`src/rtl/hilo_div_ctrl_pkg.sv`:
```
// hilo_div_ctrl_pkg: FSM states and constants shared by the divide/HI-LO stage
package hilo_div_ctrl_pkg;
    typedef enum logic [1:0] {IDLE, START, WAIT, FIX} state_t;
    localparam logic [31:0] DIV0_QUOTIENT = 32'hFFFF_FFFF;
endpackage

```
`src/rtl/hilo_div_ctrl.sv`:
```
// hilo_div_ctrl: issues DIV/DIVU to an unsigned iterative core, sign-corrects and writes HI/LO
module hilo_div_ctrl
    import hilo_div_ctrl_pkg::*;
(
    input  logic        clock,
    input  logic        reset,
    input  logic        op_valid,
    input  logic        op_signed,
    input  logic [31:0] rs_val,
    input  logic [31:0] rt_val,
    input  logic        mthi_we,
    input  logic        mtlo_we,
    input  logic [31:0] mt_data,
    output logic        stall,
    output logic [31:0] hi,
    output logic [31:0] lo,
    output logic [31:0] div_dividend,
    output logic [31:0] div_divisor,
    output logic        div_start,
    input  logic [31:0] div_q,
    input  logic [31:0] div_r,
    input  logic        div_busy
);
    state_t      state, next;
    logic        sign_q, sign_r, div0, busy_seen;
    logic [31:0] rs_hold;

    function automatic logic [31:0] neg_if(input logic [31:0] v, input logic n);
        return n ? -v : v;
    endfunction

    always_comb begin
        next = state == IDLE  ? (op_valid ? (rt_val != '0 ? START : FIX) : IDLE)
             : state == START ? WAIT
             : state == WAIT  ? (!div_busy && busy_seen ? FIX : WAIT)
             : IDLE;
        stall     = (state == IDLE && op_valid) || state == START || state == WAIT;
        div_start = state == START;
    end

    always_ff @(posedge clock or posedge reset)
        if (reset) state <= IDLE;
        else       state <= next;

    // 0x80000000 / -1 needs no special case: both magnitude and negation wrap
    always_ff @(posedge clock or posedge reset) begin
        if (reset) begin
            hi           <= '0;
            lo           <= '0;
            div_dividend <= '0;
            div_divisor  <= '0;
            sign_q       <= 1'b0;
            sign_r       <= 1'b0;
            div0         <= 1'b0;
            busy_seen    <= 1'b0;
            rs_hold      <= '0;
        end else begin
            if (state == IDLE) begin
                if (mthi_we) hi <= mt_data;
                if (mtlo_we) lo <= mt_data;
                if (op_valid) begin
                    sign_q  <= op_signed & (rs_val[31] ^ rt_val[31]);
                    sign_r  <= op_signed & rs_val[31];
                    div0    <= rt_val == '0;
                    rs_hold <= rs_val;
                    if (rt_val != '0) begin
                        div_dividend <= neg_if(rs_val, op_signed & rs_val[31]);
                        div_divisor  <= neg_if(rt_val, op_signed & rt_val[31]);
                    end
                end
            end
            if (state == START) busy_seen <= 1'b0;
            if (state == WAIT && div_busy) busy_seen <= 1'b1;
            if (state == FIX) begin
                lo <= div0 ? DIV0_QUOTIENT : neg_if(div_q, sign_q);
                hi <= div0 ? rs_hold : neg_if(div_r, sign_r);
            end
        end
    end
endmodule

```
`config.mk`:
```
export PLATFORM = sky130hd
export DESIGN_NAME = hilo_div_ctrl
export DESIGN_NICKNAME = d
export VERILOG_FILES = /design/src/rtl/hilo_div_ctrl_pkg.sv /design/src/rtl/hilo_div_ctrl.sv
export SDC_FILE = /design/constraint.sdc
export NUM_CORES = 1
export LEC_CHECK = 0
export ABC_AREA = 1
export CAP_MARGIN = 20
export CORE_MARGIN = 2
export CORE_UTILIZATION = 50
export DETAILED_ROUTE_END_ITERATION = 16
export GPL_TIMING_DRIVEN = 0
export PLACE_DENSITY = 0.88
export SYNTH_ARGS = -nofsm -noshare
export SYNTH_HDL_FRONTEND = slang
export SYNTH_SLANG_ARGS = --single-unit
```
`constraint.sdc`:
```
create_clock -name clock -period 11.8 [get_ports clock]
set_input_delay 2.36 -clock clock [delete_from_list [all_inputs] [get_ports clock]]
set_output_delay 2.36 -clock clock [all_outputs]
set_load 0.05 [all_outputs]
```
==> results of run 1 <==
==> area by class of cell <==
cell class                 instances  area, um2  share of cell area
buffer                            68        345              0.0231
timing repair buffer             297       2990               0.200
antenna                            1       2.50            0.000168
multi-input combinational       1249       5830               0.391
tap                              280        350              0.0235
inverter                         171        649              0.0435
clock buffer                      19        433              0.0290
clock inverter                    13        173              0.0116
sequential                       166       4150               0.278
==> synth_stat cells (4+ instances only) <==
cell type / number / share of area
nand3_1: 145 / 0.066
nand2_1: 409 / 0.14
o211ai_1: 10 / 0.0068
nand3b_1: 4 / 0.0027
dfrtp_1: 166 / 0.38
nor3_1: 5 / 0.0023
o31ai_1: 6 / 0.0041
o21ai_0: 119 / 0.054
xor2_1: 40 / 0.032
ha_1: 8 / 0.0091
a21oi_1: 76 / 0.035
xnor2_1: 4 / 0.0032
inv_2: 4 / 0.0014
o21ai_1: 4 / 0.0018
nor2_1: 321 / 0.11
clkbuf_1: 39 / 0.013
buf_2: 13 / 0.0059
o21ai_2: 21 / 0.017
inv_1: 166 / 0.057
buf_1: 6 / 0.0021
nand4_1: 20 / 0.011
a31oi_1: 14 / 0.0080
a21boi_0: 4 / 0.0027
nand2_2: 20 / 0.011
==> power groups by stage <==
| stage | sequential [mW] | clock (mW) | combinational (mW) |
|---|---|---|---|
| finish | 1.04 | 0.591 | 2.30 |
| global route | 1.07 | 0.615 | 2.44 |
| CTS | 1.04 | 0.589 | 2.30 |
| detailed placement | 1.04 | 0 | 2.28 |
| global placement | 1.03 | 0 | 2.25 |
| floorplan | 1.76 | 0 | 0.728 |
==> cell usage in the layout (no fill, tap or decap), drive strengths merged <==
| cell type | n |
|---|---|
| nand2 | 430 |
| nor2 | 325 |
| clkdlybuf4s50 | 296 |
| inv | 174 |
| dfrtp | 166 |
| nand3 | 146 |
| o21ai | 144 |
| a21oi | 76 |
| clkbuf | 59 |
| xor2 | 40 |
| buf | 29 |
| nand4 | 20 |
| a31oi | 14 |
| o211ai | 10 |
| ha | 8 |
| o31ai | 6 |
| nor3 | 6 |
| xnor2 | 4 |
| nand3b | 4 |
| a21boi | 4 |
| or2 | 4 |
| clkinv | 4 |
| o21bai | 3 |
| bufinv | 3 |
| clkinvlp | 3 |
| a21o | 2 |
| diode | 1 |
| o41ai | 1 |
| and2 | 1 |
| nor4 | 1 |
==> metrics by stage <==
stage	utilization	std cells	setup WS (ns)
3_5_place_dp	0.660	2231	5.27
3_3_place_gp	0.659	2230	2.84
6_report	0.688	2264	5.25
2_1_floorplan	-	1654	4.95
5_1_grt	0.688	2264	5.18
4_1_cts	0.688	2263	5.25
==> worst max-delay path: cells and delay by family <==
family | cells | cell delay [ns]
buffers and inverters | 3 | 1.57
and+or+nand+nor | 2 | 0.25
==> worst max-delay path by stage <==
| stage | startpoint | end | slack [ns] |
|---|---|---|---|
| 2_1_floorplan | reset | busy_seen$_DFFE_PP0P_ | 4.95 |
| 3_3_place_gp | reset | div_dividend[19]$_DFFE_PP0P_ | 2.84 |
| 3_5_place_dp | op_valid | stall | 5.27 |
| 4_1_cts | op_valid | stall | 5.25 |
| 5_1_grt | op_valid | stall | 5.18 |
| 6_report | op_valid | stall | 5.25 |
==> flip-flops by register name, summed over array words and instances (netlist names) <==
register / cells
state: 2
div_dividend: 32
lo: 32
sign_r: 1
sign_q: 1
busy_seen: 1
hi: 32
rs_hold: 32
div_divisor: 32
div0: 1
==> cell families after synthesis <==
kind of cell / share of synthesized area
compound gates: 0.133
flops: 0.379
buf+inv: 0.0900
xor+xnor: 0.0351
simple gates: 0.354
fa+ha+maj: 0.00912
==> metal layers <==
layer  global-route usage  vias to the layer above
met5                    0                        -
met4                0.161                        2
met3               0.0739                      118
met2                0.608                      738
met1                0.456                     5833
li1                     -                     5916
==> run metrics, run 1 <==
initial drt markers=930; GRT Overall Usage=0.363; Post-Syn Nets=1829; # Post-CTS Setup Buffers=0; Metal-1 WL=16800 um; clock sinks=166; post-synthesis sequential area ratio=0.379; Final Instance Area=14900 um2; antenna violations before repair=2; Final Max Slew Viols=0; dpl hpwl=33900 um; syn avg cell area=6.63 um2; Internal Pwr Total=1.92 mW; FF-to-FF Start=div0$_DFFE_PP0P_; largest net degree at the start of global routing=103; DIE AREA=23100 um2; Routed WL=42900 um; CP cell instances=clkdlybuf4s50_1 -> nand2_1 -> clkbuf_1 -> nand3_1 -> clkdlybuf4s50_1; setup_tns=0 ns; CP peak stage delay=0.74 ns; synth warn=0; post-route ant nets=0; CTS tree=done; area of the core=21700 um2; Placed Area=14300 um2; f_max=153 MHz; post-route minimum period=6.55 ns; proportion of layout cells with a drive suffix above 1=0.0555; Starting Density=0.506; Flop pwr share=0.264; hold path startpoint=lo[14]$_DFFE_PP0P_; # IOs=297; Hold Path Cell Cnt=2; GRT overflow=0; worst vdd ir=0.231 mV; hold_buf cts=0; via-per-instance ratio=5.57; die height=152 um; worst path required time=9.44 ns; Post-Synthesis Cells=1654; IO buf count=296; Max Root-Sink Buffers=2; status=complete, no violations; # H-tree levels=4; MaxCap Viol Count=0; final setup fails=0; Final Hold Fails=0; P&R area growth vs syn=36.1%; mapped cell area=11000 um2; Logic pwr share=0.585; Rows=54; Post-synth EDFFs=0; PD cells=264 nW/um2; RSZ-0062 raised after global routing=no; critical path type=in -> out; Hold Slack=0.488 ns; worst-path fanout max=10; NetSw=2.02 mW; post-cts sizing count=0; Clock Latency Late Sink=0.45 ns; DR WL/cell=18.9 um; Seq cells post-synth=166; die width=152 um; RR Endpoint=hi[30]$_DFFE_PP0P_; Filler cells=1908; top_reg_cell synth=dfrtp_1; clk slew on worst S/H paths=0.07 ns; CTS Buf Count=17; residual DRC count=0; switching part of the total=0.512; root cell of the clock tree=clkbuf_16; Startpoint Class=primary input; slowest CP cell=clkdlybuf4s50_1; met3 routed WL=3860 um; clock skew after layout=0.0134 ns; total power=3.94 mW; global-route wire length before repair=66200 um; Final GP Congestion=0.994; Final period util=0.555; DR top layer=met5; Worst Tran Pin Value=0.755 ns; Worst slew margin=0.496; Static Leakage=6.97 nW; nets=2145; TritonRoute pass-1 iters=5; vias post-DR=12607; ys async rst share=1.00; metal2 WL=20300 um; Hold/Removal Path Class=reg -> reg; clock power share=0.150; CP Capture Type=output port; Worst R2R Path Depth=6; vias in the first global route=12205; CP dominant cell by count=clkdlybuf4s50_1; hold worst-path end=lo[14]$_DFFE_PP0P_; synth unique cells=42; R2R Setup Slk=9.61 ns; CP arrival=4.19 ns
Note: power is estimated with default switching activity, not from simulation.
==> inputs of run 2 (changes only) <==
CORE_UTILIZATION = 45   (was 50)
PLACE_DENSITY = 0.84   (was 0.88)
clock period = 5.65 ns   (was 11.8 ns; I/O delays follow)
==> run 2 against run 1 <==
  * Die area is 11% higher
  * Clock skew is 0.0014 ns lower
  * Global-route usage is 2.5 points lower
  * Sequential share of layout area is 0.056 points lower
  * Clock power is 96% higher
  * Sequential power is 110% higher
  * Via count is 0.90% lower
  * Cell count is 1.9% higher
  * Worst hold slack worse by 0.014 ns
  * First-iteration DRC count is 14% higher
==> run metrics, run 2 (synthesis results as in run 1) <==
Worst R2R Path Depth=6 (unchanged); TritonRoute pass-1 iters=5 (unchanged); GRT Overall Usage=0.338 (was 0.363); Hold Slack=0.474 ns (was 0.488 ns); NetSw=4.18 mW (was 2.02 mW); # H-tree levels=4 (unchanged); area of the core=24100 um2 (was 21700 um2); proportion of layout cells with a drive suffix above 1=0.0555 (about the same); nets=2145 (unchanged); residual DRC count=0 (unchanged); Final period util=0.715; GRT overflow=0 (unchanged); worst path required time=4.52 ns (was 9.44 ns); CP Capture Type=output port (unchanged); R2R Setup Slk=3.48 ns (was 9.61 ns); clock power share=0.143 (was 0.150); PD cells=544 nW/um2 (was 264 nW/um2); RSZ-0062 raised after global routing=no (unchanged); worst-path fanout max=10 (unchanged); MaxCap Viol Count=0 (unchanged); clock sinks=166 (unchanged); post-route minimum period=4.04 ns; Hold/Removal Path Class=reg -> reg (unchanged); Static Leakage=6.96 nW (was 6.97 nW); die width=160 um (was 152 um); hold path startpoint=busy_seen$_DFFE_PP0P_ (was lo[14]$_DFFE_PP0P_); Hold Path Cell Cnt=2 (unchanged); CP arrival=2.91 ns (was 4.19 ns); RR Endpoint=hi[14]$_DFFE_PP0P_ (was hi[30]$_DFFE_PP0P_); Rows=57 (was 54); Max Root-Sink Buffers=2 (unchanged); Final Max Slew Viols=0 (unchanged); Worst Tran Pin Value=0.831 ns (was 0.755 ns); IO buf count=296 (unchanged); die height=160 um (was 152 um); DR WL/cell=19.0 um (was 18.9 um); status=complete, no violations (unchanged); clk slew on worst S/H paths=0.07 ns (about the same); via-per-instance ratio=5.41 (was 5.57); Clock Latency Late Sink=0.43 ns (was 0.45 ns); final setup fails=0 (unchanged); Worst slew margin=0.446 (was 0.496); dpl hpwl=35100 um (was 33900 um); # Post-CTS Setup Buffers=0 (unchanged); clock skew after layout=0.0120 ns (was 0.0134 ns); post-cts sizing count=0 (unchanged); largest net degree at the start of global routing=88 (was 103); Starting Density=0.455 (was 0.506); P&R area growth vs syn=36.3% (was 36.1%); vias in the first global route=12345 (was 12205); Placed Area=14400 um2 (was 14300 um2); DIE AREA=25700 um2 (was 23100 um2); post-route ant nets=0 (unchanged); # IOs=297 (unchanged); initial drt markers=1058 (was 930); Final Hold Fails=0 (unchanged); Flop pwr share=0.267 (was 0.264); hold worst-path end=busy_seen$_DFFE_PP0P_ (was lo[14]$_DFFE_PP0P_); Final Instance Area=15000 um2 (was 14900 um2); global-route wire length before repair=67600 um (was 66200 um); most common cell after layout, fill and taps aside=nand2_1 (unchanged); root cell of the clock tree=clkbuf_16 (unchanged); Routed WL=43800 um (was 42900 um); switching part of the total=0.513 (was 0.512); post-layout util=0.621 (was 0.688); CTS tree=done (unchanged); FF-to-FF Start=div0$_DFFE_PP0P_ (unchanged); Logic pwr share=0.590 (was 0.585); Final GP Congestion=0.976 (was 0.994); f_max=248 MHz; Startpoint Class=primary input (unchanged); antenna violations before repair=3 (was 2); CTS Buf Count=17 (unchanged); worst vdd ir=0.414 mV (was 0.231 mV); hold_buf cts=0 (unchanged); most frequent cells in the layout=nand2_1 (409), nor2_1 (321), clkdlybuf4s50_1 (296) (unchanged); vias post-DR=12494 (was 12607); Internal Pwr Total=3.96 mW (was 1.92 mW); critical path type=in -> out (unchanged)
run 2: layer usage:
layer / wire length [um] / vias up / track usage
li1: - / 5922 / -
met1: 17600 / 5805 / 0.418
met2: 20700 / 662 / 0.579
met3: 3850 / 101 / 0.0712
met4: 1630 / 4 / 0.135
met5: 27 / - / 0
run 2: per-stage QoR:
step	std cells	power [mW]	setup WS, ns	TNS [ns]
after CTS	2306	8.14	1.59	0
after floorplan	1654	5.20	0.0300	0
final	2308	8.15	1.61	0
after global placement	2274	6.87	-2.10	-347.04
after detailed placement	2275	6.95	1.60	0
after global routing	2308	8.53	1.50	0
run 2: power by group through the flow:
stage               sequential (mW)  clock [mW]  combinational, mW
floorplan                      3.68           0               1.52
global placement               2.17           0               4.71
detailed placement             2.18           0               4.78
CTS                            2.17        1.17               4.80
global route                   2.24        1.21               5.08
finish                         2.18        1.16               4.80
run 2: critical path: stages:
cell             delay (ns)
clkdlybuf4s50_1        0.42
nand2_1                0.11
clkbuf_1               0.38
nand3_1                0.14
clkdlybuf4s50_1        0.73
run 2: worst max-delay path by stage:
stage / from / endpoint / slack, ns / cells past startpoint
2_1_floorplan: reset / busy_seen$_DFFE_PP0P_ / 0.03 / 1
3_3_place_gp: reset / lo[21]$_DFFE_PP0P_ / -2.10 / 2
3_5_place_dp: op_valid / stall / 1.60 / 5
4_1_cts: op_valid / stall / 1.59 / 5
5_1_grt: op_valid / stall / 1.50 / 5
6_report: op_valid / stall / 1.61 / 5
run 2: cell type report:
type | instances | area, um2
clock buffers | 22 | 484
repair buffers | 297 | 2990
clock inverters | 9 | 93.8
inverters | 171 | 649
fillers | 2274 | 9150
plain buffers | 68 | 345
flip-flops and latches | 166 | 4150
well taps | 324 | 405
multi-input cells | 1249 | 5830
diodes | 2 | 5.00
